### src/rtl/seg7_pkg.sv
// seg7_pkg: hex font table and segment constants shared by the seven-segment display blocks.
package seg7_pkg;
  localparam int SEG_A = 6;
  localparam int SEG_B = 5;
  localparam int SEG_C = 4;
  localparam int SEG_D = 3;
  localparam int SEG_E = 2;
  localparam int SEG_F = 1;
  localparam int SEG_G = 0;
  localparam logic [6:0] SEG7_BLANK = 7'h00;
  // Index n holds the {a,b,c,d,e,f,g} pattern for hex digit n.
  localparam logic [6:0] SEG7_FONT [16] = '{
    7'h7E, 7'h30, 7'h6D, 7'h79, 7'h33, 7'h5B, 7'h5F, 7'h70,
    7'h7F, 7'h7B, 7'h77, 7'h1F, 7'h4E, 7'h3D, 7'h4F, 7'h47
  };
endpackage

### src/rtl/hex_to_seg7.sv
// hex_to_seg7: combinational nibble to {a..g} segment decoder.
module hex_to_seg7
  import seg7_pkg::*;
(
  input  logic [3:0] nibble_i,
  output logic [6:0] seg_o
);
  assign seg_o = SEG7_FONT[nibble_i];
endmodule

### src/rtl/seg7_scan_driver.sv
// seg7_scan_driver: multiplexed hex display scanner with frame-aligned commit of new values.
// Define SEG7_SCAN_LZB_EN to blank leading zero digits (digit 0 always shown).
module seg7_scan_driver
  import seg7_pkg::*;
#(
  parameter int DIGITS   = 4,
  parameter int PRESCALE = 1024
) (
  input  logic                  clk,
  input  logic                  rst,
  input  logic                  enable,
  input  logic                  load,
  input  logic [4*DIGITS-1:0]   data,
  output logic [6:0]            seg,
  output logic [DIGITS-1:0]     digit_sel,
  output logic                  frame_done,
  output logic                  load_ack
);
  localparam int IW = DIGITS > 1 ? $clog2(DIGITS) : 1;
  localparam int PW = $clog2(PRESCALE);
  logic [PW-1:0]       pcnt_q, pcnt_d;
  logic [IW-1:0]       idx_q, idx_d;
  logic [4*DIGITS-1:0] shadow_q, shadow_d, active_q, active_d;
  logic                pending_q, pending_d, en_q;
  logic [6:0]          seg_q, seg_d, font_seg;
  logic [DIGITS-1:0]   sel_q, sel_d, nz;
  logic                fd_q, ack_q;
  logic                pwrap, ilast, boundary, commit_load, commit_shadow, blank;
  logic [3:0]          nib;
  assign pwrap    = pcnt_q == PW'(PRESCALE - 1);
  assign ilast    = idx_q == IW'(DIGITS - 1);
  assign boundary = enable & pwrap & ilast;
  assign commit_load   = load & (~enable | boundary);
  assign commit_shadow = boundary & pending_q & ~load;
  // The first enabled cycle holds pcnt at 0 so digit 0 gets a full dwell on the driven outputs.
  always_comb begin
    pcnt_d    = (!enable || !en_q || pwrap) ? '0 : pcnt_q + 1'b1;
    idx_d     = !enable ? '0 : pwrap ? (ilast ? '0 : idx_q + 1'b1) : idx_q;
    active_d  = commit_load ? data : commit_shadow ? shadow_q : active_q;
    shadow_d  = load ? data : shadow_q;
    pending_d = (commit_load || commit_shadow) ? 1'b0 : load ? 1'b1 : pending_q;
    nib       = active_d[{idx_d, 2'b00} +: 4];
    sel_d     = enable ? DIGITS'(1) << idx_d : '0;
    for (int i = 0; i < DIGITS; i++) nz[i] = |active_d[4*i +: 4];
`ifdef SEG7_SCAN_LZB_EN
    blank     = (idx_d != '0) && ((nz >> idx_d) == '0);
`else
    blank     = 1'b0;
`endif
    seg_d     = (!enable || blank) ? SEG7_BLANK : font_seg;
  end
  hex_to_seg7 u_dec (
    .nibble_i (nib),
    .seg_o    (font_seg)
  );
  always_ff @(posedge clk or posedge rst) begin
    if (rst) begin
      pcnt_q    <= '0;
      idx_q     <= '0;
      shadow_q  <= '0;
      active_q  <= '0;
      pending_q <= 1'b0;
      en_q      <= 1'b0;
      seg_q     <= SEG7_BLANK;
      sel_q     <= '0;
      fd_q      <= 1'b0;
      ack_q     <= 1'b0;
    end else begin
      pcnt_q    <= pcnt_d;
      idx_q     <= idx_d;
      shadow_q  <= shadow_d;
      active_q  <= active_d;
      pending_q <= pending_d;
      en_q      <= enable;
      seg_q     <= seg_d;
      sel_q     <= sel_d;
      fd_q      <= boundary;
      ack_q     <= commit_load | commit_shadow;
    end
  end
  assign seg        = seg_q;
  assign digit_sel  = sel_q;
  assign frame_done = fd_q;
  assign load_ack   = ack_q;
endmodule

### config.mk
export PLATFORM = sky130hd
export DESIGN_NAME = seg7_scan_driver
export DESIGN_NICKNAME = d
export VERILOG_FILES = /design/src/rtl/seg7_pkg.sv /design/src/rtl/hex_to_seg7.sv /design/src/rtl/seg7_scan_driver.sv
export SDC_FILE = /design/constraint.sdc
export NUM_CORES = 1
export LEC_CHECK = 0
export CORE_ASPECT_RATIO = 0.6
export CORE_MARGIN = 5
export CORE_UTILIZATION = 50
export DETAILED_ROUTE_END_ITERATION = 6
export PLACE_DENSITY_LB_ADDON = 0.1
export SLEW_MARGIN = 20
export SYNTH_ARGS = -nofsm -noshare
export SYNTH_HDL_FRONTEND = slang
export SYNTH_SLANG_ARGS = --single-unit
### constraint.sdc
create_clock -name clk -period 3.1 [get_ports clk]
set_clock_uncertainty 0.1 [all_clocks]
set_input_delay 0.93 -clock clk [delete_from_list [all_inputs] [get_ports clk]]
set_output_delay 0.93 -clock clk [all_outputs]
set_load 0.05 [all_outputs]
==> results of run 1 <==
metal layers:
metal | routed length (um) | up-vias | share of wire, %
met1 | 3600 | 1141 | 49
li1 | - | 1109 | -
met5 | 0 | - | 0
met4 | 23 | 0 | 0.31
met2 | 3330 | 63 | 45
met3 | 421 | 2 | 5.7
worst reg2reg max path, cell delays in order, from the launching register on:
cell	delay, ns
dfrtp_1	0.42
ha_4	0.18
nand2_1	0.10
buf_4	0.17
o31ai_1	0.23
a21o_1	0.18
inv_2	0.05
nand2_1	0.16
inv_1	0.10
a22o_1	0.22
a221o_2	0.41
mux2_4	0.35
a221oi_2	0.25
power by group through the flow:
stage	logic [uW]	clock network, uW	registers, uW
final	531	783	885
after global routing	569	847	892
after CTS	491	800	881
after detailed placement	437	0	893
after global placement	430	0	890
after floorplan	211	0	948
kinds of logic (layout without fill, tap and decap cells):
kind of cell	count (synthesis)	in the layout	synth area share, %
mux	43	43	15.9
buf+inv	24	122	3.99
xor+xnor	7	7	2.08
fa+ha+maj	8	8	3.40
compound gates	52	52	12.7
simple gates	63	63	11.8
flops	59	59	50.1
area by class of cell:
class	count	area, um^2	share of cell area, %
inverters	13	48.8	1.17
repair buffers	93	807	19.3
clock buffers	10	138	3.30
well taps	80	100	2.40
flip-flops and latches	59	1480	35.4
multi-input cells	173	1520	36.3
clock inverters	6	88.8	2.13
sequential cells by signal (all words and copies together), names as in the netlist, 2 cells and up:
signal and count:
active_q 16, shadow_q 16, pcnt_q 10, seg 7, digit_sel 4, idx_q 2
layout by cell type, fill, tap and decap left out, types with 3 or more instances in the layout:
cell type	instances
o21ai_0	3
a22oi_1	9
a21oi_1	5
buf_6	3
nor2_4	3
xor2_1	4
o21ai_1	8
inv_2	4
clkdlybuf4s50_1	30
clkbuf_8	10
xnor2_1	3
mux2_2	20
o31ai_1	3
a221oi_2	3
nand4_1	3
nand2_1	13
nor2_1	20
inv_1	8
o22ai_1	6
mux2i_1	18
dfrtp_1	58
ha_4	3
buf_4	58
ha_2	3
nand3_1	4
mux2_4	3
metrics by stage:
| step | setup WS (ns) | util [%] |
|---|---|---|
| final | 0.0864 | 73.9 |
| after global routing | -0.0535 | 73.9 |
| after CTS | 0.0111 | 72.6 |
| after detailed placement | -0.692 | 65.3 |
| after global placement | -0.641 | 65.3 |
| after floorplan | -0.0851 | - |
how the worst min path moves through the flow:
stage / to / slack, ns
2_1_floorplan: pcnt_q[0] / 0.35
3_3_place_gp: shadow_q[8] / 0.39
3_5_place_dp: shadow_q[1] / 0.40
4_1_cts: shadow_q[1] / 0.41
5_1_grt: shadow_q[1] / 0.43
6_report: shadow_q[1] / 0.40
what timing repair did:
item | 4_1_cts | 5_1_grt
setup buffers | 13 | 1
cloned | 1 | 0
gates resized for setup | 24 | 29
setup endpoints to repair | 7 | 8
pin swaps | 7 | 15
==> impl_metrics.yaml, run 1 <==
routing:
  first_pass_iters: 4
  ant_nets: 0
  routed_wirelength_mm: 7.37
  drcViolationCount: 0
  wl_per_cell_um: 17.0
  viasPerCell: 5.33
  dr_total_vias: 2315
  drtIter0Drc: 121
clock_tree:
  cts.sink_count: 59
  clk_root_buffer_cell: "clkbuf_8"
  cts_max_path_buffers: 2
  htree_levels: 3
  clkLatencyLatePin_ns: 0.33
  cts_made_buffers: 9
  ctsHoldBuffers: 0
  clkTransAtPathRegs_ns: 0.07
  tritoncts: "done"
logic_synthesis:
  async_flop_share_pct: 100
  yosysMostFrequentCell: "dfrtp_1"
  synth_area_leader_cell: "dfrtp_1"
  syn_avg_cell_area_um2: 11.5
  ys.flop_type: "dfrtp_1"
  yosysWarnings: 0
  synth.area.top_cells: "dfrtp_1 (50%), mux2_2 (8.0%), mux2i_1 (6.8%)"
  syn_nets: 284
  syn_area_mm2: 0.00294
  yosysUniqueCellTypes: 46
  syn_inst: 256
  synth_edf_count: 0
  yosys-top-cells-count: "dfrtp_1 (59), nor2_1 (24), mux2_2 (21)"
  synth_seq_area_share_pct: 50.1
  yosys_register_bits: 59
  synth_top_area_share_pct: 50.1
critical_path:
  cp.depth: 12
  required_ns: 3.24
  path_delay_family: "compound AO/OA/AOI/OAI gates"
  crit_fanout: 7
  crit_type: "flop to flop"
  rr_worst_depth: 12
  end_kind: "flop"
  rr_endpoint: "seg[1]"
  crit_start: "pcnt_q[1]"
  crit_chain: "ha_4 > nand2_1 > buf_4 > o31ai_1 > a21o_1 > inv_2 > nand2_1 > inv_1 > a22o_1 > a221o_2 > mux2_4 > a221oi_2"
  r2r-start: "pcnt_q[1]"
  crit_top_cell: "nand2_1"
  cp-start-kind: "flop"
  cp_slowest_stage_delay_ns: 0.42
  cpMaxStageDelayCell: "dfrtp_1"
  reg2reg_slack_ns: 0.09
  crit_buf_inv: 3
  crit_arrival_ns: 3.15
  endpoint: "seg[1]"
timing:
  worst_pin_slew_ns: 0.524
  hold_viol_final: 0
  fmax_ghz: 0.332
  maxSlewHeadroom_pct: 64.9
  rsz0062_at_grt: "true"
  setup_tns_ns: 0
  worst_hold_slack_ns: 0.405
  fin_crit_sh_pct: 97.2
  period_minus_slack_ns: 3.01
  finalMaxSlewViolations: 0
  setup_viol: 0
cells_and_area:
  n_fill_cell: 368
  instances_no_fill: 434
  area_growth_pct: 41.8
  nets: 377
  n_antenna_cell: 0
  final_area_mm2: 0.00418
  drive_gt1_share_pct: 40.1
pwr:
  power_frac_clock_pct: 35.6
  switching_power_uw: 621
  internal_power_uw: 1580
  power.leakage_uw: 0.00188
  power_frac_seq_pct: 40.2
  sw_frac_of_total_pct: 28.2
  ir_drop_v: 0.000306
  powerDensity_mw_per_mm2: 526
  power_uw: 2200
  comb_power_share_pct: 24.2
placement:
  port_buffers: 32
  place_inst: 406
  placed_cell_area_mm2: 0.00369
  hpwl_mm: 4.92
  place_congestion: 0.826
global_routing:
  grt_pass1_wl_mm: 12.0
  grt_pass1_vias: 2367
  gr-usage-met1_pct: 31.2
  use_met2_pct: 28.3
  grt-ovfl-total: 0
  met3_usage_pct: 6.60
  busiest_layer: "met1"
  grt_usage_pct: 20.6
  grt_max_degree: 28
  antenna_found_initial: 0
floorplanning:
  die_h_um: 69.4
  initial_core_util_pct: 52.1
  coreArea_mm2: 0.00565
  die_w_um: 109
  row_count: 21
  dieArea_mm2: 0.00757
  io_pins: 33
min_path:
  min-delay-start: "shadow_q[1]"
  whs_path_depth: 1
  hp-class: "flop to flop"
run:
  drv_cap: 0
run_status:
  status: "complete, no violations"
Power figures use the tool's default switching activity.
==> run 2, diff against run 1 <==
- GPL_ROUTABILITY_DRIVEN: default -> 1
- RECOVER_POWER: default -> 100
==> run 2 against run 1 <==
Against the previous run: global-route usage unchanged; design area hardly changed; via count is 0.82% higher; largest power group unchanged; sequential cell count unchanged; critical endpoint is now seg[4]; hold slack is essentially flat; routed wire length rose by 0.14%.
==> impl_metrics.yaml, run 2 (synthesized netlist as in run 1, its figures left out) <==
run_status:
  status: "complete, no violations"
routing:
  dr_total_vias: 2334
  wl_per_cell_um: 17.0
  ant_nets: 0
  viasPerCell: 5.38
  routed_wirelength_mm: 7.38
  drcViolationCount: 0
  first_pass_iters: 5
  drtIter0Drc: 121
cells_and_area:
  mostFrequentLayoutCells: "dfrtp_1 (58), buf_4 (57), clkdlybuf4s50_1 (29)"
  nets: 377
  drive_gt1_share_pct: 39.5
  top_regs: "active_q x16, shadow_q x16, pcnt_q x10"
  n_antenna_cell: 0
  area_growth_pct: 41.7
  final_common_cell: "dfrtp_1"
  final_area_mm2: 0.00417
pwr:
  power.leakage_uw: 0.00187
  power_uw: 2200
  ir_drop_v: 0.000306
  powerDensity_mw_per_mm2: 527
clock_tree:
  clk_root_buffer_cell: "clkbuf_8"
  clkTransAtPathRegs_ns: 0.07
  ctsHoldBuffers: 0
  tritoncts: "done"
  cts.sink_count: 59
  clkLatencyLatePin_ns: 0.33
  htree_levels: 3
  cts_max_path_buffers: 2
  cts_made_buffers: 9
timing:
  maxSlewHeadroom_pct: 39.0
  hold_viol_final: 0
  setup_tns_ns: 0
  rsz0062_at_grt: "true"
  worst_hold_slack_ns: 0.405
  period_minus_slack_ns: 3.01
  fin_ws_ns: 0.0867
  fin_crit_sh_pct: 97.2
  fmax_ghz: 0.332
  worst_pin_slew_ns: 0.913
  finalMaxSlewViolations: 0
  setup_viol: 0
floorplanning:
  coreArea_mm2: 0.00565
  row_count: 21
  die_h_um: 69.4
  die_w_um: 109
  dieArea_mm2: 0.00757
  io_pins: 33
  initial_core_util_pct: 52.1
global_routing:
  grt_pass1_wl_mm: 12.0
  grt_max_degree: 28
  grt-ovfl-total: 0
  antenna_found_initial: 0
  grt_pass1_vias: 2367
  grt_usage_pct: 20.6
placement:
  place_congestion: 0.826
  placed_cell_area_mm2: 0.00369
  hpwl_mm: 4.92
  post-place-ws_ns: -0.692
  port_buffers: 32
critical_path:
  end_kind: "flop"
  crit_chain: "ha_4 > nand2_1 > nor4_4 > bufbuf_16 > mux2i_1 > o21ai_1 > o22ai_1 > nor2_2 > inv_1 > ha_2 > nor2_1 > a221oi_2"
  cpMaxStageDelayCell: "dfrtp_1"
  cp-start-kind: "flop"
  required_ns: 3.23
  cp_slowest_stage_delay_ns: 0.42
  crit_arrival_ns: 3.14
  crit_fanout: 6
  crit_type: "flop to flop"
min_path:
  hp-class: "flop to flop"
run:
  drv_cap: 0
[run 2: area by class of cell]
cell class / instances / area, um^2
clock buffers: 10 / 138
clock inverters: 6 / 88.8
fillers: 370 / 1480
inverters: 13 / 48.8
multi-input cells: 173 / 1520
flip-flops and latches: 59 / 1480
well taps: 80 / 100
repair buffers: 93 / 803
[run 2: critical path, delay by kind of cell (launching register included)]
kind            cells  cell delay, ns
mux                 1            0.17
simple gates        4            0.60
fa+ha+maj           2            0.48
compound gates      3            0.60
buf+inv             2            0.55
flops               1            0.42
[run 2: metal layers]
layer / up-vias / global-route usage [%] / wire [um]
met3: 4 / 6.60 / 471
met5: - / 0 / 0
met1: 1155 / 31.2 / 3530
li1: 1109 / - / -
met2: 66 / 28.3 / 3340
met4: 0 / 4.90 / 32
[run 2: report_power, final]
group / internal (uW) / switching (uW) / leakage [uW] / total (uW)
Combinational: 259 / 271 / 0.00103 / 530
Sequential: 844 / 40.8 / 0.000732 / 885
Clock: 474 / 308 / 0.000108 / 782
Total: 1580 / 620 / 0.00187 / 2200
[run 2: through the flow]
| step | std cells | util, % |
|---|---|---|
| detailed placement | 406 | 65.3 |
| finish | 434 | 73.8 |
| floorplan | 256 | - |
| global route | 434 | 73.8 |
| CTS | 435 | 72.6 |
| global placement | 406 | 65.3 |
[run 2: what timing repair did]
| action | 4_1_cts | 5_1_grt |
|---|---|---|
| buffers inserted | 13 | 1 |
| pin swaps | 7 | 15 |
| resized for setup | 24 | 29 |
| endpoints found under the hold margin | 0 | 0 |
| gates cloned | 1 | 0 |
| endpoints found under the setup margin | 7 | 8 |
[run 2: final timing paths]
check,slack [ns],depth (start not counted),to,from
max,0.09,12,seg[4],pcnt_q[1]
max in group asynchronous,0.97,3,active_q[6],rst
max reg2reg,0.09,12,seg[4],pcnt_q[1]
min in group asynchronous,1.14,2,active_q[10],rst
min,0.40,1,shadow_q[1],shadow_q[1]
min reg2reg,0.40,1,shadow_q[1],shadow_q[1]
